## config.mk

```make
export PLATFORM = sky130hd
export DESIGN_NAME = fetch_redirect_ctrl
export DESIGN_NICKNAME = d
export VERILOG_FILES = /design/src/rtl/fetch_redirect_ctrl.sv
export SDC_FILE = /design/constraint.sdc
export NUM_CORES = 1
export LEC_CHECK = 0
export CORE_MARGIN = 2
export CORE_UTILIZATION = 36
export DETAILED_ROUTE_END_ITERATION = 12
export PLACE_DENSITY = 0.78
export SLEW_MARGIN = 20
export SYNTH_ARGS = -nofsm -noshare
export SYNTH_HDL_FRONTEND = slang
export SYNTH_SLANG_ARGS = --single-unit
export TNS_END_PERCENT = 20
```

## constraint.sdc

```tcl
create_clock -name clk -period 2.25 [get_ports clk]
set_clock_uncertainty 0.1 [all_clocks]
set_input_delay 0.45 -clock clk [delete_from_list [all_inputs] [get_ports clk]]
set_output_delay 0.45 -clock clk [all_outputs]
set_load 0.005 [all_outputs]
```

## src/rtl/fetch_redirect_ctrl.sv

```systemverilog
// rtl/fetch_redirect_ctrl.sv - fetch PC owner, redirect arbiter and reset/WFI/interrupt sequencing FSM
// Optional feature macro: IFETCH_CTRL_PERF_EN adds saturating stall/sleep performance counters.
module fetch_redirect_ctrl #(
  parameter int          NUM_REDIR   = 3,
  parameter int          PC_W        = 31,
  parameter int          FETCH_HW    = 8,
  parameter int          RESET_DELAY = 16,
  parameter int          WFI_DELAY   = 8,
  parameter logic [30:0] RESET_PC    = 31'h40000000
) (
  input  logic                           clk,
  input  logic                           rst,
  input  logic                           IN_en,
  input  logic                           IN_stall,
  input  logic                           IN_interruptPending,
  input  logic [NUM_REDIR-1:0]           IN_redirValid,
  input  logic [NUM_REDIR-1:0][PC_W-1:0] IN_redirPC,
  input  logic [NUM_REDIR-1:0]           IN_redirWFI,
  output logic                           OUT_fetchValid,
  output logic [PC_W-1:0]                OUT_fetchPC,
  output logic                           OUT_fetchInt,
  output logic [1:0]                     OUT_state
`ifdef IFETCH_CTRL_PERF_EN
  ,
  output logic [31:0]                    OUT_perfStall,
  output logic [31:0]                    OUT_perfSleep
`endif
);

  localparam int CNT_MAX = (RESET_DELAY > WFI_DELAY) ? RESET_DELAY : WFI_DELAY;
  localparam int CNT_W   = $clog2(CNT_MAX);
  localparam int OFF_W   = $clog2(FETCH_HW);

  typedef enum logic [1:0] {
    S_RESET_WAIT = 2'd0,
    S_RUN        = 2'd1,
    S_WFI        = 2'd2,
    S_INT_ISSUED = 2'd3
  } state_e;

  state_e            state_q, state_d;
  logic [CNT_W-1:0]  cnt_q, cnt_d;
  logic [PC_W-1:0]   pc_q, pc_d;

  logic              any_redir;
  logic [PC_W-1:0]   win_pc;
  logic              win_wfi;
  logic              fetch_valid;
  logic              fetch_int;
  logic [PC_W-1:0]   pc_aligned;

  // Redirect arbitration: lowest valid index wins, so scan from the top down.
  always_comb begin
    win_pc  = '0;
    win_wfi = 1'b0;
    for (int i = NUM_REDIR - 1; i >= 0; i--) begin
      if (IN_redirValid[i]) begin
        win_pc  = IN_redirPC[i];
        win_wfi = (i != 0) && IN_redirWFI[i];
      end
    end
  end

  // Fetch issue gating, PC advance and FSM next-state; redirects take precedence over everything.
  always_comb begin
    any_redir   = |IN_redirValid;
    fetch_valid = !rst && (state_q == S_RUN) && IN_en && !IN_stall && !any_redir;
    fetch_int   = fetch_valid && IN_interruptPending;
    pc_aligned  = {pc_q[PC_W-1:OFF_W], {OFF_W{1'b0}}};

    pc_d    = pc_q;
    state_d = state_q;
    cnt_d   = cnt_q;

    if (any_redir) begin
      pc_d = win_pc;
    end else if (fetch_valid && !fetch_int) begin
      pc_d = pc_aligned + PC_W'(FETCH_HW);
    end

    if (any_redir) begin
      if (IN_redirValid[0]) begin
        state_d = S_RUN;
      end else if (win_wfi) begin
        state_d = S_WFI;
        cnt_d   = CNT_W'(WFI_DELAY - 1);
      end else begin
        case (state_q)
          S_INT_ISSUED: state_d = S_RUN;
          // Sleep states keep counting down but only leave on a redirect-free edge.
          S_WFI, S_RESET_WAIT: if (cnt_q != '0) cnt_d = cnt_q - 1'b1;
          default: ;
        endcase
      end
    end else begin
      case (state_q)
        S_RESET_WAIT: begin
          if (cnt_q == '0) state_d = S_RUN;
          else             cnt_d   = cnt_q - 1'b1;
        end
        S_WFI: begin
          if (cnt_q == '0 || IN_interruptPending) state_d = S_RUN;
          else                                    cnt_d   = cnt_q - 1'b1;
        end
        S_RUN: begin
          if (fetch_int) state_d = S_INT_ISSUED;
        end
        default: ;
      endcase
    end
  end

  // State, countdown and PC registers.
  always_ff @(posedge clk) begin
    if (rst) begin
      state_q <= S_RESET_WAIT;
      cnt_q   <= CNT_W'(RESET_DELAY - 1);
      pc_q    <= PC_W'(RESET_PC);
    end else begin
      state_q <= state_d;
      cnt_q   <= cnt_d;
      pc_q    <= pc_d;
    end
  end

  assign OUT_fetchValid = fetch_valid;
  assign OUT_fetchInt   = fetch_int;
  assign OUT_fetchPC    = pc_q;
  assign OUT_state      = state_q;

`ifdef IFETCH_CTRL_PERF_EN
  logic [31:0] perf_stall_q, perf_stall_d;
  logic [31:0] perf_sleep_q, perf_sleep_d;

  // Saturating performance counters: stalled-while-runnable cycles and sleeping cycles.
  always_comb begin
    perf_stall_d = perf_stall_q;
    perf_sleep_d = perf_sleep_q;
    if ((state_q == S_RUN) && IN_en && IN_stall && (perf_stall_q != 32'hFFFFFFFF))
      perf_stall_d = perf_stall_q + 32'd1;
    if (((state_q == S_WFI) || (state_q == S_RESET_WAIT)) && (perf_sleep_q != 32'hFFFFFFFF))
      perf_sleep_d = perf_sleep_q + 32'd1;
  end

  // Performance counter registers.
  always_ff @(posedge clk) begin
    if (rst) begin
      perf_stall_q <= '0;
      perf_sleep_q <= '0;
    end else begin
      perf_stall_q <= perf_stall_d;
      perf_sleep_q <= perf_sleep_d;
    end
  end

  assign OUT_perfStall = perf_stall_q;
  assign OUT_perfSleep = perf_sleep_q;
`endif

endmodule
```

### Word-level counts from Yosys, hierarchy flattened

Index checks and enable logic that the tools add are counted.

* output and inout port bits: 35
* register bits: 37
* input port bits: 104
* logic and storage cells: 62

* mux-type cells: 24
* equal/unequal tests: 12
* reductions and logical operators: 21
* add/subtract/negate cells: 2

Operator list (count)
* 2-to-1 mux 31 bit: 5
* adder 31 x 4 -> 31 bit (second input constant): 1
* 2-to-1 mux 4 bit: 7
* != test 3 bit (second input constant): 5
* 2-to-1 mux 2 bit: 7
* case mux 4 bit (2 select lines): 1
* nonzero test 4 bit: 2
* logical AND 1 bit: 6
* != test 3 x 1 -> 1 bit (second input constant): 2
* case mux 2 bit (3 select lines): 1
* AND reduction 6 bit: 1
* AND reduction 5 bit: 1
* equality test 2 bit (second input constant): 2
* logical NOT 1 bit: 4
* logical NOT 4 bit: 1
* != test 4 x 2 -> 1 bit (second input constant): 1
* subtractor 4 x 1 -> 4 bit (second input constant): 1
* 2-to-1 mux 1 bit: 3
* nonzero test 3 bit: 1
* OR reduction 3 bit: 1
* equality test 2 x 1 -> 1 bit (second input constant): 1
* logical NOT 2 bit: 1
* != test 2 bit (second input constant): 1
* nonzero test 2 bit: 1
* other kinds (2): 2

### Logic depth before layout (Yosys ltp)

Gate-level depths: netlist (run 1).

* depth in word-level cells: 10
* depth in mapped cells: 7
* depth with buffers taken out: 7

### Worst setup path after synthesis (run 1)

Ideal clock, no wire load.

* path kind: input-to-reg
* from: in rst
* to: reg pc_q[13] (netlist: OUT_fetchPC[13])
* stages: 5
* path buffers: 1
* arrival time: 2.000 ns
* setup time: 0.103 ns
* slack: 0.046 ns
* data required time: 2.047 ns
* cell sequence: buf_6 -> or4b_4 -> nor4_4 -> nand4_1 -> a2111oi_2

* longest elaborated chain between the ends: 9

Ends and longest elaborated chain
* from (decl): line 12 `input logic rst,`
* logical NOT 1 bit: line 67 `fetch_valid = !rst && (state_q == S_RUN) && IN_en && !IN_stall && !any_redir;`
* logical AND 1 bit (4 in a row): line 67
* logical AND 1 bit: line 68 `fetch_int = fetch_valid && IN_interruptPending;`
* logical NOT 1 bit: line 77 `end else if (fetch_valid && !fetch_int) begin`
* logical AND 1 bit: line 77
* nonzero test 2 bit (no line)
* to (signal assigned): line 118 `pc_q <= PC_W'(RESET_PC);`
* to (signal assigned): line 122 `pc_q <= pc_d;`
* to (decl): line 43 `logic [PC_W-1:0] pc_q, pc_d;`

Parallel ways exist; a longest one is shown, timed or not.
A chain may end at the register's enable or synchronous reset.

### Final worst setup path (run 1)

* from: in IN_interruptPending
* to: reg pc_q[13] (netlist: OUT_fetchPC[13])

* longest elaborated chain between the ends: 4

Ends and longest elaborated chain
* from (decl): line 15 `input logic IN_interruptPending,`
* logical AND 1 bit: line 68
* logical NOT 1 bit: line 77
* logical AND 1 bit: line 77
* nonzero test 2 bit (no line)

Every way passes these cells.

==> impl_metrics.toml, run 1 <==
[power]
leakagePower_nw = 1.72
vdd_drop_max_mv = 0.259
power_density_mw_per_mm2 = 412
power.total_mw = 1.84

[critical_path]
rrSetupSlack_ns = 0.26
critPathLaunchType = "input pin"
cp-startpoint = "IN_interruptPending"
reg2reg_to = "OUT_fetchPC[13]"
cpMaxStageDelayCell = "or4b_4"
crit_path_end = "OUT_fetchPC[13]"
r2r_cells = 7
cp.required_ns = 2.33
setup.worst_path.end_class = "register"
path_class = "input pin to register"
reg2reg_from = "OUT_fetchPC[3]"
slowest_delay_ns = 0.59
cp_cell_sequence = "clkdlybuf4s50_1 -> or4b_4 -> nor2_2 -> nor2_1 -> a2111oi_0 -> buf_4 -> a2111oi_2"
cp_max_fo = 4
cp.arrival_ns = 2.28

[drt]
ant_nets = 0
post_drt_wl_per_cell_um = 16.9
drt-initial-drc-count = 202
drc_errors = 0
vias = 3469
vias_per_cell = 5.71
firstDrtPassIters = 4
routed_wl_mm = 10.3

[final_layout]
final_common_cell = "clkdlybuf4s50_1"
final_util_pct = 62.5
antenna_cells = 0
multi_input_area_mm2 = 0.00178
mostFrequentLayoutCells = "129 x clkdlybuf4s50_1, 40 x buf_4, 37 x dfxtp_1, 34 x nor2_1, 26 x o21ai_0"
drive_gt1_share_pct = 13.2
fin_nets = 614
regArea_um2 = 741
area_growth_pct = 70.3
fillers = 649

[place]
dp_slack_ns = -0.412
gp_congestion = 0.917
port_buffers = 137
hpwl_mm = 7.85

[cts]
cts_tree = "done"
cts_root_buf = "clkbuf_8"
clk_pin_slew_ns = 0.07
insertion_delay_ns = 0.30
cts-htree-levels = 2
numClockSinks = 37
cts_max_path_buffers = 2
cts_made_buffers = 5

[hold_path]
min_path_type = "register to register"

[yosys]
synth_top_family_by_area = "compound AO/OA/AOI/OAI gates"
synth-edff-count = 0
syn_area_per_cell_um2 = 7.55
yosys_warnings = 0
synth_area_mm2 = 0.00262
yosysSeqAreaShare_pct = 28.3
netlist_instances = 347
synthesis.nets = 453
ys_ff_latch = 37
synthArstFlopShare_pct = 0
synth-xor-area-share_pct = 2.68
synth_flop_cell = "dfxtp_1"
synth_cell_types = 56
muxShareOfSynthArea_pct = 0.382
synth_fa_ha_area_share_pct = 0.956
synth-compound-area-share_pct = 34.8
synth-simple-area-share_pct = 27.6

[die]
dieArea_mm2 = 0.00797
start_util_pct = 36.7
rows = 31
coreArea_mm2 = 0.00714
die_x_um = 89.3
ios = 139
dieHeight_um = 89.3

[grt]
grt_max_degree = 39
first_global_vias = 3393
globalRoute.totalOverflow = 0
antenna_found_initial = 0
gr-usage-all-layers_pct = 25.5
grt_first_pass_wirelength_mm = 15.9

[sta]
relSlewSlack_pct = 72.8
hold_viol = 0
fin_setup_tns_ns = 0
drv_slew = 0
rsz0062_at_grt = "true"
hold_slack_ns = 0.402
post-route-period-util_pct = 98.0
setup_viol = 0
fmax_ghz = 0.453
period_minus_slack_ns = 2.21
tightest_slew_ns = 0.407
finalWorstSetupSlack_ns = 0.0448

[run_status]
status = "finished clean"

[job]
maxCapViolCount = 0
[cell type report]
| class | instances | share of cell area [%] |
|---|---|---|
| Sequential cell | 37 | 16.6 |
| Inverter | 9 | 0.757 |
| Multi-Input combinational cell | 276 | 39.9 |
| Timing Repair Buffer | 179 | 38.1 |
| Tap cell | 99 | 2.78 |
| Clock inverter | 3 | 0.393 |
| Clock buffer | 5 | 1.54 |
[layer usage]
| layer | share of wire [%] | vias to the layer above | track usage, % |
|---|---|---|---|
| met3 | 8.2 | 16 | 6.09 |
| li1 | - | 1671 | - |
| met5 | 0 | - | 0 |
| met1 | 41 | 1625 | 30.4 |
| met4 | 1.6 | 0 | 7.06 |
| met2 | 50 | 157 | 45.6 |
[through the flow]
step           std cells  cell area (µm²)
2_1_floorplan        347             2620
3_3_place_gp         599             4310
3_5_place_dp         599             4310
4_1_cts              608             4430
5_1_grt              608             4460
6_report             608             4460
[how the worst min path moves through the flow]
stage | slack (ns) | endpoint | start | cells after the start
final | 0.40 | cnt_q[1] | cnt_q[1] | 2
after global routing | 0.43 | cnt_q[1] | cnt_q[1] | 2
after CTS | 0.40 | cnt_q[1] | cnt_q[1] | 2
after detailed placement | 0.39 | cnt_q[1] | cnt_q[1] | 2
after global placement | 0.37 | cnt_q[1] | cnt_q[1] | 2
after floorplan | 0.36 | cnt_q[1] | cnt_q[1] | 2
[cells by family (layout without fill, tap and decap cells)]
logic type      count (synthesis)  count (layout)
compound gates                133             133
simple gates                  132             132
flops                          37              37
buf+inv                        34             196
xor+xnor                        8               8
fa+ha+maj                       2               2
mux                             1               1
[sequential cells by signal, summed over array words and instances, names as in the netlist]
name / flops
OUT_fetchPC: 31
OUT_state: 2
cnt_q: 4
[critical path, delay by kind of cell]
| family | cells | cell delay [ns] |
|---|---|---|
| AO/OA/AOI/OAI | 2 | 0.42 |
| AND/OR/NAND/NOR | 3 | 0.82 |
| buffers and inverters | 2 | 0.60 |
[cell usage after synthesis (8+ instances only)]
library cell  number  area (µm²)
inv_1              9        33.8
xor2_1             8        70.1
nand4_1           11        68.8
nand2_1           20        75.1
nor3_1            14        70.1
o21ai_0           27         135
nand3_1           13        65.1
clkbuf_1          20        75.1
a21oi_1           24         120
nor2_1            35         131
dfxtp_1           37         741
a221o_1            8        80.1
a22oi_1           19         143
o22ai_1           11        68.8
[power breakdown]
part	switching, mW	internal (mW)
clock	0.256	0.214
sequential	0.0603	0.704
combinational	0.233	0.367
total	0.550	1.29
[repair_timing]
item                       4_1_cts  5_1_grt
pin swaps                        3        5
gates cloned                     0        0
hold buffers                     0        0
buffers inserted                 1        0
gates resized for setup         10       10
setup endpoints to repair       12       14
Power figures use the tool's default switching activity.
==> run 2: changes to the inputs <==
--- a/config.mk
+++ b/config.mk
@@ -5,10 +5,9 @@
 export SDC_FILE = /design/constraint.sdc
 export NUM_CORES = 1
 export LEC_CHECK = 0
-export CORE_MARGIN = 2
-export CORE_UTILIZATION = 36
+export CORE_UTILIZATION = 40
 export DETAILED_ROUTE_END_ITERATION = 12
-export PLACE_DENSITY = 0.78
+export PLACE_DENSITY = 0.82
 export SLEW_MARGIN = 20
 export SYNTH_ARGS = -nofsm -noshare
 export SYNTH_HDL_FRONTEND = slang
==> constraint.sdc (replaced) <==
create_clock -name clk -period 2.5 [get_ports clk]
set_clock_uncertainty 0.1 [all_clocks]
set_input_delay 0.5 -clock clk [delete_from_list [all_inputs] [get_ports clk]]
set_output_delay 0.5 -clock clk [all_outputs]
set_load 0.005 [all_outputs]
==> impl_metrics.toml, run 2 (synthesis gave the netlist of run 1 again) <==
[run_status]
status = "finished clean"

[sta]
post-route-period-util_pct = 94.3
relSlewSlack_pct = 67.3
rsz0062_at_grt = "false"
setup_viol = 0
fmax_ghz = 0.424
tightest_slew_ns = 0.489
hold_slack_ns = 0.391
drv_slew = 0
hold_viol = 0
period_minus_slack_ns = 2.36

[critical_path]
critPathLaunchType = "input pin"
path_class = "input pin to primary output"
cp_max_fo = 2
cp_cell_sequence = "clkdlybuf4s50_1 -> nor3_1 -> and3_1 -> and2_1 -> dlygate4sd2_1"
cpMaxStageDelayCell = "clkdlybuf4s50_1"
slowest_delay_ns = 0.43
cp.arrival_ns = 1.76
setup.worst_path.end_class = "primary output"
cp.required_ns = 1.90

[die]
dieHeight_um = 82.9
rows = 29
ios = 139
dieArea_mm2 = 0.00687
coreArea_mm2 = 0.00635
start_util_pct = 41.2
die_x_um = 82.9

[drt]
vias = 3509
routed_wl_mm = 9.85
ant_nets = 0
drc_errors = 0
drt-initial-drc-count = 342
firstDrtPassIters = 5
vias_per_cell = 6.02
post_drt_wl_per_cell_um = 16.9

[cts]
numClockSinks = 37
holdBufCountCts = 0
cts_made_buffers = 5
insertion_delay_ns = 0.28
cts_max_path_buffers = 2
cts_root_buf = "clkbuf_8"
clk_pin_slew_ns = 0.07
cts_tree = "done"
cts-htree-levels = 2

[job]
maxCapViolCount = 0

[grt]
grt_max_degree = 56
first_global_vias = 3375
gr-usage-all-layers_pct = 28.4
globalRoute.totalOverflow = 0
antenna_found_initial = 0
grt_first_pass_wirelength_mm = 16.0

[power]
vdd_drop_max_mv = 0.198
comb_power_share_pct = 32.1
sequentialPowerShare_pct = 42.0
power.share.clock_pct = 25.9
leakagePower_nw = 1.70
p_switching_mw = 0.471
power_switching_share_pct = 28.5
internal_power_mw = 1.18
power_density_mw_per_mm2 = 375

[final_layout]
largest_register_ffs = 31
fin_nets = 612
final_cell_area_mm2 = 0.00441
mostFrequentLayoutCells = "131 x clkdlybuf4s50_1, 40 x buf_4, 37 x dfxtp_1, 35 x nor2_1, 27 x o21ai_0"
drive_gt1_share_pct = 12.1
fillers = 524
final_common_cell = "clkdlybuf4s50_1"
antenna_cells = 0
area_growth_pct = 68.2

[place]
gp_congestion = 0.888
placed_area_mm2 = 0.00424
port_buffers = 137
hpwl_mm = 7.32

[hold_path]
min_path_type = "register to register"
-- run 2: cell types whose count changed in the layout (fill, tap and decap cells not counted), moves of 2 or more --
cell and delta:
clkinv_2 -2, buf_6 -2, dlymetal6s2s_1 -2, clkdlybuf4s50_1 +2
-- run 2: final timing paths --
check,startpoint,to,slack (ns),cells past startpoint
max,IN_redirValid[1],OUT_fetchInt,0.14,5
min,cnt_q[1],cnt_q[1],0.39,2
max reg2reg,OUT_fetchPC[3],OUT_fetchPC[13],0.54,7
min reg2reg,cnt_q[1],cnt_q[1],0.39,2
-- run 2: critical path: cells and delay by family --
| kind | cells | cell delay (ns) |
|---|---|---|
| simple gates | 3 | 0.59 |
| buf+inv | 2 | 0.66 |
-- run 2: power by group through the flow --
stage	combinational (mW)	clock, mW	sequential, mW
2_1_floorplan	0.204	0	0.693
3_3_place_gp	0.504	0	0.702
3_5_place_dp	0.514	0	0.705
4_1_cts	0.522	0.432	0.692
5_1_grt	0.574	0.455	0.701
6_report	0.529	0.428	0.693
-- run 2: final cells by class --
class / count / area [µm²] / area share (%)
Sequential cell: 37 / 741 / 16.8
Inverter: 9 / 33.8 / 0.767
Multi-Input combinational cell: 276 / 1770 / 40.2
Timing Repair Buffer: 177 / 1680 / 38.1
Tap cell: 77 / 96.3 / 2.19
Clock buffer: 7 / 86.3 / 1.96
-- run 2: what timing repair did --
item | 4_1_cts | 5_1_grt
endpoints found under the setup margin | 2 | 2
setup buffers | 7 | 0
resized for setup | 4 | 6
pin swaps | 1 | 2
-- run 2: per-layer routing --
layer	part of all wire, %	vias up	track usage [%]
met5	0	-	0
li1	-	1670	-
met3	8.7	19	4.87
met1	41	1632	35.4
met4	2.0	0	9.25
met2	48	188	49.3
-- run 2: stage by stage --
step | cells | worst slack [ns] | utilization (%) | power, mW | TNS [ns]
final | 583 | 0.142 | 69.4 | 1.65 | 0
after global routing | 583 | 0.0510 | 69.4 | 1.73 | 0
after CTS | 583 | 0.0436 | 68.9 | 1.65 | 0
after detailed placement | 569 | -0.230 | 66.8 | 1.22 | -3.33
after global placement | 569 | -0.196 | 66.8 | 1.21 | -2.19
after floorplan | 347 | 0.246 | - | 0.897 | 0
==> run 3: changes to the inputs <==
--- a/config.mk
+++ b/config.mk
@@ -8,7 +8,6 @@
 export CORE_UTILIZATION = 40
 export DETAILED_ROUTE_END_ITERATION = 12
 export PLACE_DENSITY = 0.82
-export SLEW_MARGIN = 20
 export SYNTH_ARGS = -nofsm -noshare
 export SYNTH_HDL_FRONTEND = slang
 export SYNTH_SLANG_ARGS = --single-unit
==> results of run 3 <==
Same layout as run 2: the final DEF is identical, and so are final timing and power.
